### src/rtl/alu_ex_mem_stage.sv
// EX->MEM pipeline boundary: registers the ALU result and control bits behind a
// two-entry skid buffer and resolves branches into a one-cycle PC redirect pulse.
module alu_ex_mem_stage #(
  parameter int unsigned DW = 32,
  parameter int unsigned RW = 5
) (
  input  logic          clk,
  input  logic          reset,
  input  logic          flush,
  input  logic          in_valid,
  output logic          in_ready,
  input  logic [DW-1:0] alu_out,
  input  logic          alu_cout,
  input  logic          alu_g,
  input  logic          alu_e,
  input  logic [2:0]    br_op,
  input  logic [DW-1:0] pc_plus4,
  input  logic [DW-1:0] br_offset,
  input  logic [RW-1:0] rd_in,
  input  logic [2:0]    ctl_in,
  input  logic [DW-1:0] store_in,
  output logic          out_valid,
  input  logic          out_ready,
  output logic [DW-1:0] result,
  output logic [2:0]    flags,
  output logic [RW-1:0] rd_out,
  output logic [2:0]    ctl_out,
  output logic [DW-1:0] store_out,
  output logic          redirect,
  output logic [DW-1:0] redirect_pc
);

  localparam int unsigned FW = 3;
  localparam int unsigned CW = 3;

  localparam logic [2:0] BR_NONE = 3'b000;
  localparam logic [2:0] BR_BEQ  = 3'b001;
  localparam logic [2:0] BR_BNE  = 3'b010;
  localparam logic [2:0] BR_BGT  = 3'b011;
  localparam logic [2:0] BR_BLT  = 3'b100;
  localparam logic [2:0] BR_BGE  = 3'b101;
  localparam logic [2:0] BR_BLE  = 3'b110;

  typedef struct packed {
    logic [DW-1:0] res;
    logic [FW-1:0] flg;
    logic [RW-1:0] rd;
    logic [CW-1:0] ctl;
    logic [DW-1:0] st;
  } entry_t;

  entry_t          main_q, main_d;
  entry_t          skid_q, skid_d;
  logic            main_valid_q, main_valid_d;
  logic            skid_valid_q, skid_valid_d;
  logic            in_ready_q, in_ready_d;
  logic            redirect_q, redirect_d;
  logic [DW-1:0]   redirect_pc_q, redirect_pc_d;

  entry_t          in_word_c;
  logic            accept_c;
  logic            drain_c;
  logic            taken_c;
  logic [DW-1:0]   target_c;

  // Incoming word packing and handshake qualifiers.
  always_comb begin
    in_word_c.res = alu_out;
    in_word_c.flg = {alu_cout, alu_g, alu_e};
    in_word_c.rd  = rd_in;
    in_word_c.ctl = ctl_in;
    in_word_c.st  = store_in;
    accept_c      = in_valid & in_ready_q & ~flush;
    drain_c       = main_valid_q & out_ready;
  end

  // Branch condition from the ALU compare flags, and the wrapping target adder.
  always_comb begin
    taken_c = 1'b0;
    case (br_op)
      BR_NONE: taken_c = 1'b0;
      BR_BEQ:  taken_c = alu_e;
      BR_BNE:  taken_c = ~alu_e;
      BR_BGT:  taken_c = alu_g;
      BR_BLT:  taken_c = ~alu_g & ~alu_e;
      BR_BGE:  taken_c = alu_g | alu_e;
      BR_BLE:  taken_c = ~alu_g;
      default: taken_c = 1'b1;
    endcase
    target_c = pc_plus4 + (br_offset << 2);
  end

  // Main/skid next state; the skid always drains into main before new input.
  always_comb begin
    main_d        = main_q;
    main_valid_d  = main_valid_q;
    skid_d        = skid_q;
    skid_valid_d  = skid_valid_q;
    redirect_d    = accept_c & taken_c;
    redirect_pc_d = redirect_pc_q;

    if (!main_valid_q || drain_c) begin
      if (skid_valid_q) begin
        main_d       = skid_q;
        main_valid_d = 1'b1;
        skid_valid_d = 1'b0;
      end else if (accept_c) begin
        main_d       = in_word_c;
        main_valid_d = 1'b1;
      end else begin
        main_valid_d = 1'b0;
      end
    end else if (accept_c) begin
      skid_d       = in_word_c;
      skid_valid_d = 1'b1;
    end

    if (flush) begin
      main_valid_d = 1'b0;
      skid_valid_d = 1'b0;
    end

    if (redirect_d) begin
      redirect_pc_d = target_c;
    end

    in_ready_d = ~skid_valid_d;
  end

  always_ff @(posedge clk) begin
    if (reset) begin
      main_q        <= '0;
      skid_q        <= '0;
      main_valid_q  <= 1'b0;
      skid_valid_q  <= 1'b0;
      in_ready_q    <= 1'b1;
      redirect_q    <= 1'b0;
      redirect_pc_q <= '0;
    end else begin
      main_q        <= main_d;
      skid_q        <= skid_d;
      main_valid_q  <= main_valid_d;
      skid_valid_q  <= skid_valid_d;
      in_ready_q    <= in_ready_d;
      redirect_q    <= redirect_d;
      redirect_pc_q <= redirect_pc_d;
    end
  end

  assign in_ready    = in_ready_q;
  assign out_valid   = main_valid_q;
  assign result      = main_q.res;
  assign flags       = main_q.flg;
  assign rd_out      = main_q.rd;
  assign ctl_out     = main_q.ctl;
  assign store_out   = main_q.st;
  assign redirect    = redirect_q;
  assign redirect_pc = redirect_pc_q;

endmodule
### config.mk
export PLATFORM = sky130hd
export DESIGN_NAME = alu_ex_mem_stage
export DESIGN_NICKNAME = d
export VERILOG_FILES = /design/src/rtl/alu_ex_mem_stage.sv
export SDC_FILE = /design/constraint.sdc
export NUM_CORES = 1
export LEC_CHECK = 0
export ABC_AREA = 0
export CORE_ASPECT_RATIO = 1.5
export CORE_MARGIN = 2
export CORE_UTILIZATION = 45
export CTS_BUF_LIST = sky130_fd_sc_hd__clkbuf_4 sky130_fd_sc_hd__clkbuf_8
export DETAILED_ROUTE_END_ITERATION = 12
export PLACE_DENSITY = 0.79
export SKIP_LAST_GASP = 1
export SLEW_MARGIN = 20
export SYNTH_ARGS = -nofsm -noshare
export SYNTH_HDL_FRONTEND = slang
export SYNTH_SLANG_ARGS = --single-unit
### constraint.sdc
create_clock -name clk -period 5.35 [get_ports clk]
set_clock_uncertainty 0.1 [all_clocks]
set_input_delay 1.3375 -clock clk [delete_from_list [all_inputs] [get_ports clk]]
set_output_delay 1.3375 -clock clk [all_outputs]
set_load 0.01 [all_outputs]
# Yosys cells after proc, flatten, opt, wreduce, memory -nomap -nowiden
# Cells that the tools add are included.
totals:
  reg_bits: 186
  elab_cells: 48
classes:
  n_addsub: 1
  eq_ne: 6
  n_mux: 8
  bitwise: 11
  n_reduce_logical: 7
op_table:
  columns: ["operator", "count"]
  rows:
  - ["75-bit 2-to-1 mux", 2]
  - ["32-bit adder", 1]
  - ["3-bit == test (second input constant)", 3]
  - ["1-bit case mux with 7 select lines", 1]
  - ["3-bit by 2-bit == test with 1-bit output (second input constant)", 2]
  - ["1-bit bitwise AND", 5]
  - ["1-bit 2-to-1 mux", 5]
  - ["1-bit NOT", 5]
  - ["2-bit AND reduction", 2]
  - ["3-bit by 1-bit == test with 1-bit output (second input constant)", 1]
  - ["3-bit zero test", 1]
  - ["2-bit nonzero test", 1]
  - ["2-bit OR reduction", 1]
  - ["1-bit zero test", 1]
  - ["1-bit logical OR", 1]
  - ["1-bit bitwise OR", 1]

# Depth between registers and ports, before layout
depth:
  ltp_word: 6
  ltp_mapped: 11
  mapped_depth_nobuf: 11

# Worst setup path before layout
# Ideal clock, no wire load.
synth_timing:
  path_type: "input-to-reg"
  from: "input pc_plus4[2]"
  to: "register redirect_pc_q[28] (netlist: redirect_pc[28])"
  setup_ps: 86
  arrival_ps: 3317
  required_time_ps: 5164
  slack_ps: 1847
  cell_stages: 11
  path_cell_list: "ha_1 inv_1 fa_1 nor2b_1 o2111ai_1 a21oi_2 o211ai_1 a21boi_0 o21ai_1 xor2_1 a211oi_1"
synth_between:
  elab_chain_len: 1
synth_lines:
  columns: ["item", "line_no", "source"]
  rows:
  - ["from (decl)", "17", "input logic [DW-1:0] pc_plus4,"]
  - ["32-bit adder", "90", "target_c = pc_plus4 + (br_offset << 2);"]
  - ["to (signal assigned)", "146", "redirect_pc_q <= redirect_pc_d;"]
  - ["to (decl)", "58", "logic [DW-1:0] redirect_pc_q, redirect_pc_d;"]
# Every way passes these cells.
# A chain may end at the register's enable or synchronous reset.

# Final worst setup path
# Ends and elaborated chain as after synthesis.

==> results_dict.tcl <==
set metrics [dict create \
    ys_seq_area_share_pct 42.93 \
    cts_buffers 17 \
    highest_layer "met5" \
    min_path_cells 2 \
    ir_worst_vdd_uv 128.5 \
    post-cts-setup-buffers 0 \
    cts.reportedPaths.clkPinSlew_ns 0.09 \
    finalHoldViolCount 0 \
    vias_per_cell 5.328 \
    nFillCells 1697 \
    syn_nets 1205 \
    fin_crit_sh_pct 74.05 \
    synth.top_cells.by_area "dfxtp_1 43%, mux2i_1 9.6%, nand2_1 8.3%" \
    die-area_mm2 0.02042 \
    grt.total_usage_pct 22.76 \
    setup_viol 0 \
    drv_cap 0 \
    ant_nets 0 \
    drtIter0Drc 491 \
    multiInputGateArea_mm2 0.004634 \
    cts_max_level 4 \
    io_pins 257 \
    cp-end-kind "flip-flop" \
    fmax_mhz 252.4 \
    yosysUniqueCellTypes 59 \
    arrival_ns 4.24 \
    cts_tree "done" \
    num_rows 62 \
    seq_area_mm2 0.003727 \
    synth_edf_count 0 \
    die_w_um 117.4 \
    antenna_found_initial 2 \
    synth_top_area_cell "dfxtp_1" \
    cts-resized-gates 0 \
    syn2layout_area_growth_pct 35.30 \
    hold_start "skid_q[67]" \
    syn-cell-area_mm2 0.008673 \
    synthMostInstantiatedCell "nand2_1" \
    totalWireLength_um 23760 \
    gp_congestion 0.9206 \
    dr_wl_met3_um 1178 \
    slew_headroom_pct 28.99 \
    cp.required_ns 5.63 \
    netlist_instances 1028 \
    r2r_slack_ns 3.07 \
    grt_max_degree 136 \
    cp-start-kind "input pin" \
    leakagePower_uw 0.004144 \
    setup_slack_ns 1.388 \
    ys_seq_elements 186 \
    routedWlPerCell_um 15.80 \
    post-synth-top-area-fraction_pct 42.93 \
    tightest_slew_ns 1.065 \
    grt_overflow_total 0 \
    ys_warn_count 0 \
    pwr_density_cell_mw_per_mm2 258.6 \
    rsz0062_at_grt "no" \
    start_util_pct 45.64 \
    num_vias 8013 \
    crit_fanout 4 \
    crit-reg2reg-launch "in_ready" \
    wl_met2_um 12240 \
    holdBufCountCts 0 \
    fin_nets 1412 \
    grt_first_pass_wirelength_um 37770 \
    coreArea_mm2 0.01901 \
    clockBufferDepth 2 \
    hold_class "reg2reg" \
    drcViolationCount 0 \
    outcome "completed" \
    synthTopCellsByCount "191 x nand2_1, 186 x dfxtp_1, 114 x a21oi_1" \
    dp_hpwl_um 16370 \
    cts_sinks 186 \
    worstReg2RegEnd "redirect_pc[21]" \
    fin_tns_setup_ns 0 \
    async_flop_share_pct 0 \
    io_buffers 254 \
    synth_ff_type "dfxtp_1" \
    dp_slack_ns 0.8739 \
    first_pass_iters 6 \
    rr_worst_depth 7 \
    worstSetupPathType "in2reg" \
    wl_met1_um 9480 \
    drv_slew 0 \
    clock-root-buffer "clkbuf_8" \
    clock_latency_ns 0.47 \
    drive_above_1_share_pct 4.731 \
    hold_end "skid_q[67]" \
    fin_hold_ws_ns 0.3565 \
    die_y_um 174.0 \
    post_synth.cell_area_avg_um2 8.437 \
    grt_pass1_vias 7414 \
    period_needed_ns 3.962 \
]
[through the flow]
step | area [um2] | util [%] | cells | total power, uW
after floorplan | 8673 | - | 1028 | 1825
after global placement | 11340 | 59.68 | 1472 | 2111
after detailed placement | 11340 | 59.68 | 1472 | 2122
after CTS | 11730 | 61.73 | 1503 | 3065
after global routing | 11740 | 61.74 | 1504 | 3176
final | 11740 | 61.74 | 1504 | 3034
[flip-flops by register name (all words and copies together) (netlist names)]
name,flops
ctl_out,3
flags,3
in_ready,1
out_valid,1
rd_out,5
redirect,1
redirect_pc,32
result,32
skid_q,75
skid_valid_q,1
store_out,32
[layout make-up]
type | instances | share of cell area [%]
clock buffer | 21 | 2.303
sequential | 186 | 31.76
tap | 256 | 2.730
inverter | 13 | 0.4158
antenna | 1 | 0.02132
multi-input combinational | 754 | 39.49
timing repair buffer | 263 | 22.25
clock inverter | 10 | 1.024
[worst max-delay path by stage]
stage                     slack, ns  cells past startpoint               to        start
after floorplan                1.85                     11  redirect_pc[28]  pc_plus4[2]
after global placement         0.93                     12  redirect_pc[28]  pc_plus4[2]
after detailed placement       0.87                     12  redirect_pc[28]  pc_plus4[2]
after CTS                      1.38                     12  redirect_pc[28]  pc_plus4[2]
after global routing           1.08                     12  redirect_pc[28]  pc_plus4[2]
final                          1.39                     12  redirect_pc[28]  pc_plus4[2]
[power breakdown]
part / total, uW / switching, uW / internal (uW)
clock: 942 / 499 / 443
combinational: 617 / 296 / 321
sequential: 1470 / 30.9 / 1440
total: 3030 / 826 / 2210
[metal layers]
| metal | up-vias | track usage, % |
|---|---|---|
| met2 | 236 | 40.77 |
| met1 | 3699 | 25.73 |
| met3 | 56 | 4.921 |
| met5 | - | 0 |
| met4 | 2 | 10.44 |
| li1 | 4020 | - |
[cell families (layout without fill, tap and decap cells)]
kind of cell / count (synthesis) / count (layout) / synth area share, %
simple gates: 356 / 356 / 17.25
compound gates: 265 / 265 / 19.81
flops: 186 / 186 / 42.93
buf+inv: 88 / 307 / 3.982
mux: 83 / 83 / 9.579
fa+ha+maj: 31 / 31 / 4.530
xor+xnor: 19 / 19 / 1.919
other cells: 0 / 1 / 0
[cell usage in the layout (no fill, tap or decap), types with 3 or more instances in the layout]
| cell | count |
|---|---|
| xnor2_1 | 13 |
| and3_1 | 3 |
| or4_1 | 3 |
| nand2_1 | 191 |
| ha_1 | 29 |
| a21oi_2 | 3 |
| mux2i_1 | 83 |
| a21o_1 | 18 |
| xor2_1 | 6 |
| clkbuf_8 | 18 |
| a21oi_1 | 114 |
| buf_4 | 9 |
| o22ai_1 | 3 |
| clkinv_2 | 3 |
| nor2_1 | 104 |
| nor2b_1 | 8 |
| nand2b_1 | 7 |
| dfxtp_1 | 185 |
| clkinv_4 | 3 |
| nand4_1 | 5 |
| a31oi_1 | 6 |
| and4_1 | 4 |
| clkbuf_4 | 3 |
| nand3_1 | 10 |
| clkdlybuf4s50_1 | 253 |
| o21ai_0 | 17 |
| inv_1 | 13 |
| a211oi_1 | 79 |
| nor3_1 | 8 |
[critical path, cell delays in order]
cell             delay (ns)
clkdlybuf4s50_1        0.46
ha_1                   0.21
inv_1                  0.07
fa_1                   0.37
nor2b_1                0.20
o2111ai_1              0.18
a21oi_2                0.32
o211ai_1               0.20
a21boi_0               0.37
o21ai_1                0.14
xor2_1                 0.16
a211oi_1               0.22
Note: power is estimated with default switching activity, not from simulation.
==> edit 1, RTL diff (same settings) <==
`RW`: 5 -> 10.
--- a/src/rtl/alu_ex_mem_stage.sv
+++ b/src/rtl/alu_ex_mem_stage.sv
@@ -2,7 +2,7 @@
 // two-entry skid buffer and resolves branches into a one-cycle PC redirect pulse.
 module alu_ex_mem_stage #(
   parameter int unsigned DW = 32,
-  parameter int unsigned RW = 5
+  parameter int unsigned RW = 10
 ) (
   input  logic          clk,
   input  logic          reset,
Ports: changed (resized rd_in and rd_out); port bits go from 257 to 267. The function was not compared with the original's and may differ.
==> edit 1 against the original RTL <==
- combinational power grew 5.2%
- sequential power grew 5%
- wire length grew 8.3%
- setup slack gained 130 ps
- clock power grew 1%
- power grew 3.8%
- cell area grew 5.0%
- sequential cell count grew 10
- core utilization shrank 0.94 points
- critical endpoint is now redirect_pc[26]
- via count grew 9.1%
- fmax grew 3.4%
- first-iteration DRC count grew 17%
- area after synthesis grew 6.7%
==> edit 1: results <==
{
  "antenna_found_initial": 3,
  "fill_cells": 1787,
  "htree_levels": 4,
  "clockBufferDepth": 2,
  "required_ps": 5610,
  "vias": 8740,
  "largest_register_ffs": 80,
  "routed_wirelength_mm": 25.7,
  "grt_max_degree": 115,
  "ctsResizeCount": 0,
  "first_pass_iters": 5,
  "async_flop_share_pct": 0,
  "synth_seq_area_share_pct": 42.4,
  "drive_gt1_share_pct": 4.35,
  "worst-path-max-fanout": 4,
  "internal_power_w": 0.00229,
  "synth_fp_nets": 1296,
  "pre_cts_ws_ps": 1050,
  "finalWeightedCongestion": 0.938,
  "worst_slew_pin_slew_ps": 902,
  "ys.flop_type": "dfxtp_1",
  "synth_commonest_cells": "nand2_1, dfxtp_1, a21oi_1",
  "pwr-share-clk_pct": 30.2,
  "dp_cells": 1566,
  "peakVddDrop_uv": 216,
  "comb_power_share_pct": 20.6,
  "critPathTopFamily": "compound AO/OA/AOI/OAI gates",
  "yosysWarnings": 0,
  "crit_slowest_cell": "o31ai_1",
  "grt_pass1_vias": 8229,
  "power.total_w": 0.00315,
  "hpwlAfterDp_mm": 17.9,
  "cts_setup_buffers": 0,
  "layout.nets": 1503,
  "grt_pass1_wl_mm": 40.6,
  "clk_latency_ps": 470,
  "ctsRootBufferMaster": "clkbuf_8",
  "place.port_buffers": 264,
  "min-delay-path-class": "reg2reg",
  "synth_cell_types": 64,
  "largest-register": "skid_q",
  "avgSynthCellArea_um2": 8.31,
  "synth_area_leaders": "dfxtp_1, nand2_1, mux2i_1",
  "postPlaceCellArea_um2": 11900,
  "vias_per_cell": 5.46,
  "cts_buffers": 17,
  "power.leakage_nw": 4.22,
  "grt_usage_pct": 23.2,
  "drt_iter0_markers": 573,
  "slowest_delay_ps": 670,
  "drc": 0,
  "status": "finished clean",
  "crit_arrival_ps": 4100
}
[edit 1: cell count changes in the layout (fill, tap and decap cells not counted), sizes merged, moves of 10 or more]
cell	delta
a211oi	+10
a21oi	+10
clkdlybuf4s50	+10
dfxtp	+10
nand2	+32
nor2	+10
[edit 1: worst reg2reg max path: cells and delay by family (launching register included)]
| family | cells | cell delay [ps] |
|---|---|---|
| buffers and inverters | 1 | 430 |
| AND/OR/NAND/NOR | 1 | 180 |
| AO/OA/AOI/OAI | 2 | 920 |
| flip-flops | 1 | 770 |
[edit 1: cell type report]
class | count | area, um^2 | share of cell area, %
inverters | 12 | 45.0 | 0.366
flip-flops and latches | 196 | 3930 | 31.9
clock buffers | 22 | 278 | 2.25
clock inverters | 10 | 108 | 0.873
well taps | 264 | 330 | 2.68
repair buffers | 271 | 2710 | 22.0
diodes | 2 | 5.00 | 0.0406
multi-input cells | 823 | 4920 | 39.9
[edit 1: cell families after synthesis]
group | after synthesis | synth area share, %
simple gates | 414 | 18.7
compound gates | 282 | 19.8
flops | 196 | 42.4
buf+inv | 95 | 4.60
mux | 83 | 8.99
fa+ha+maj | 31 | 4.26
xor+xnor | 13 | 1.23
[edit 1: final timing paths]
kind / start / to / slack [ps] / cells past startpoint
worst max-delay path: pc_plus4[2] / redirect_pc[26] / 1520 / 11
worst min register to register: skid_q[24] / skid_q[24] / 360 / 2
worst min-delay path: skid_q[24] / skid_q[24] / 360 / 2
worst max register to register: skid_valid_q / store_out[1] / 2860 / 4
[edit 1: routing by layer]
layer	GRT usage, %	vias to the layer above	routed length [um]
met1	24.7	4037	9800
met4	13.4	2	1320
li1	-	4351	-
met2	40.4	277	13000
met3	6.25	73	1610
met5	0	-	12
==> edit 2, RTL diff (config.mk and constraints unchanged) <==
Without the edit above. Register the input `br_offset` before use. The logic sees it one clock later. The other inputs are not delayed to match.
--- a/src/rtl/alu_ex_mem_stage.sv
+++ b/src/rtl/alu_ex_mem_stage.sv
@@ -49,6 +49,12 @@
     logic [DW-1:0] st;
   } entry_t;
 
+  logic [DW-1:0] br_offset_q;
+
+  always_ff @(posedge clk) begin
+    br_offset_q <= br_offset;
+  end
+
   entry_t          main_q, main_d;
   entry_t          skid_q, skid_d;
   logic            main_valid_q, main_valid_d;
@@ -87,7 +93,7 @@
       BR_BLE:  taken_c = ~alu_g;
       default: taken_c = 1'b1;
     endcase
-    target_c = pc_plus4 + (br_offset << 2);
+    target_c = pc_plus4 + (br_offset_q << 2);
   end
 
   // Main/skid next state; the skid always drains into main before new input.
Function: changed (a bounded check fails within 4 cycles, from zero or initial values and one cycle with reset high).
==> edit 2 against the original RTL <==
- setup slack gained 180 ps
- non-clock buffer count shrank 2
- synthesized cell count rose by 6.6%
- first-iteration DRC count grew 18%
- cell area is 8.7% higher
- register-to-register slack worse by 500 ps
- core utilization increased by 0.47 points
- die area is 8.3% higher
- area after synthesis rose by 8.6%
- fmax increased by 4.9%
- power rose by 25%
- sequential cell count grew 30
- wire length grew 12%
- critical path type unchanged
- largest power group unchanged
==> edit 2: results <==
{
  "antenna_found_initial": 3,
  "grt_max_degree": 96,
  "crit_arrival_ps": 4070,
  "synth_commonest_cells": "dfxtp_1, nand2_1, a21oi_1",
  "routed_wirelength_mm": 26.5,
  "relSlewSlack_pct": 33.3,
  "hpwlAfterDp_mm": 18.2,
  "synth_seq_area_share_pct": 45.9,
  "synthAdderAreaFrac_pct": 4.19,
  "layout.nets": 1494,
  "reg2reg_slack_ps": 2570,
  "status": "finished clean",
  "synth_compound_area_share_pct": 18.6,
  "finalWeightedCongestion": 0.931,
  "postPlaceCellArea_um2": 12000,
  "met3_length_mm": 1.45,
  "use_met1_pct": 25.5,
  "grtUsageMet2_pct": 42.5,
  "hold_slack_ps": 349,
  "seqPwrFrac_pct": 45.2,
  "met3_usage_pct": 4.55,
  "p_sw_share_pct": 26.1,
  "synth_cell_types": 63,
  "first_pass_iters": 5,
  "clockBufferDepth": 3
}
## edit 2: cell count changes after synthesis, sizes merged, moves of 5 or more
cell	delta
nand3	+9
a21o	-8
mux2i	-8
and2	+5
dfxtp	+30
buf	+10
nor2b	-5
nand4	+6
a211oi	+5
xnor2	-5
clkbuf	-8
nand2	+19
## edit 2: cell type report
cell class                 count  area (um^2)
antenna                        3         7.51
multi-input combinational    791         4730
tap                          264          330
inverter                      12         45.0
timing repair buffer         261         2610
clock buffer                  56          683
sequential                   216         4330
fill                        1807         7740
clock inverter                 4         26.3
## edit 2: through the flow
step | power, W | utilization (%) | std cells | worst slack (ps)
2_1_floorplan | 0.00207 | - | 1096 | 1980
3_3_place_gp | 0.00236 | 58.7 | 1544 | 1140
3_5_place_dp | 0.00237 | 58.7 | 1544 | 1110
4_1_cts | 0.00383 | 62.2 | 1604 | 1630
5_1_grt | 0.00396 | 62.2 | 1607 | 1410
6_report | 0.00379 | 62.2 | 1607 | 1570
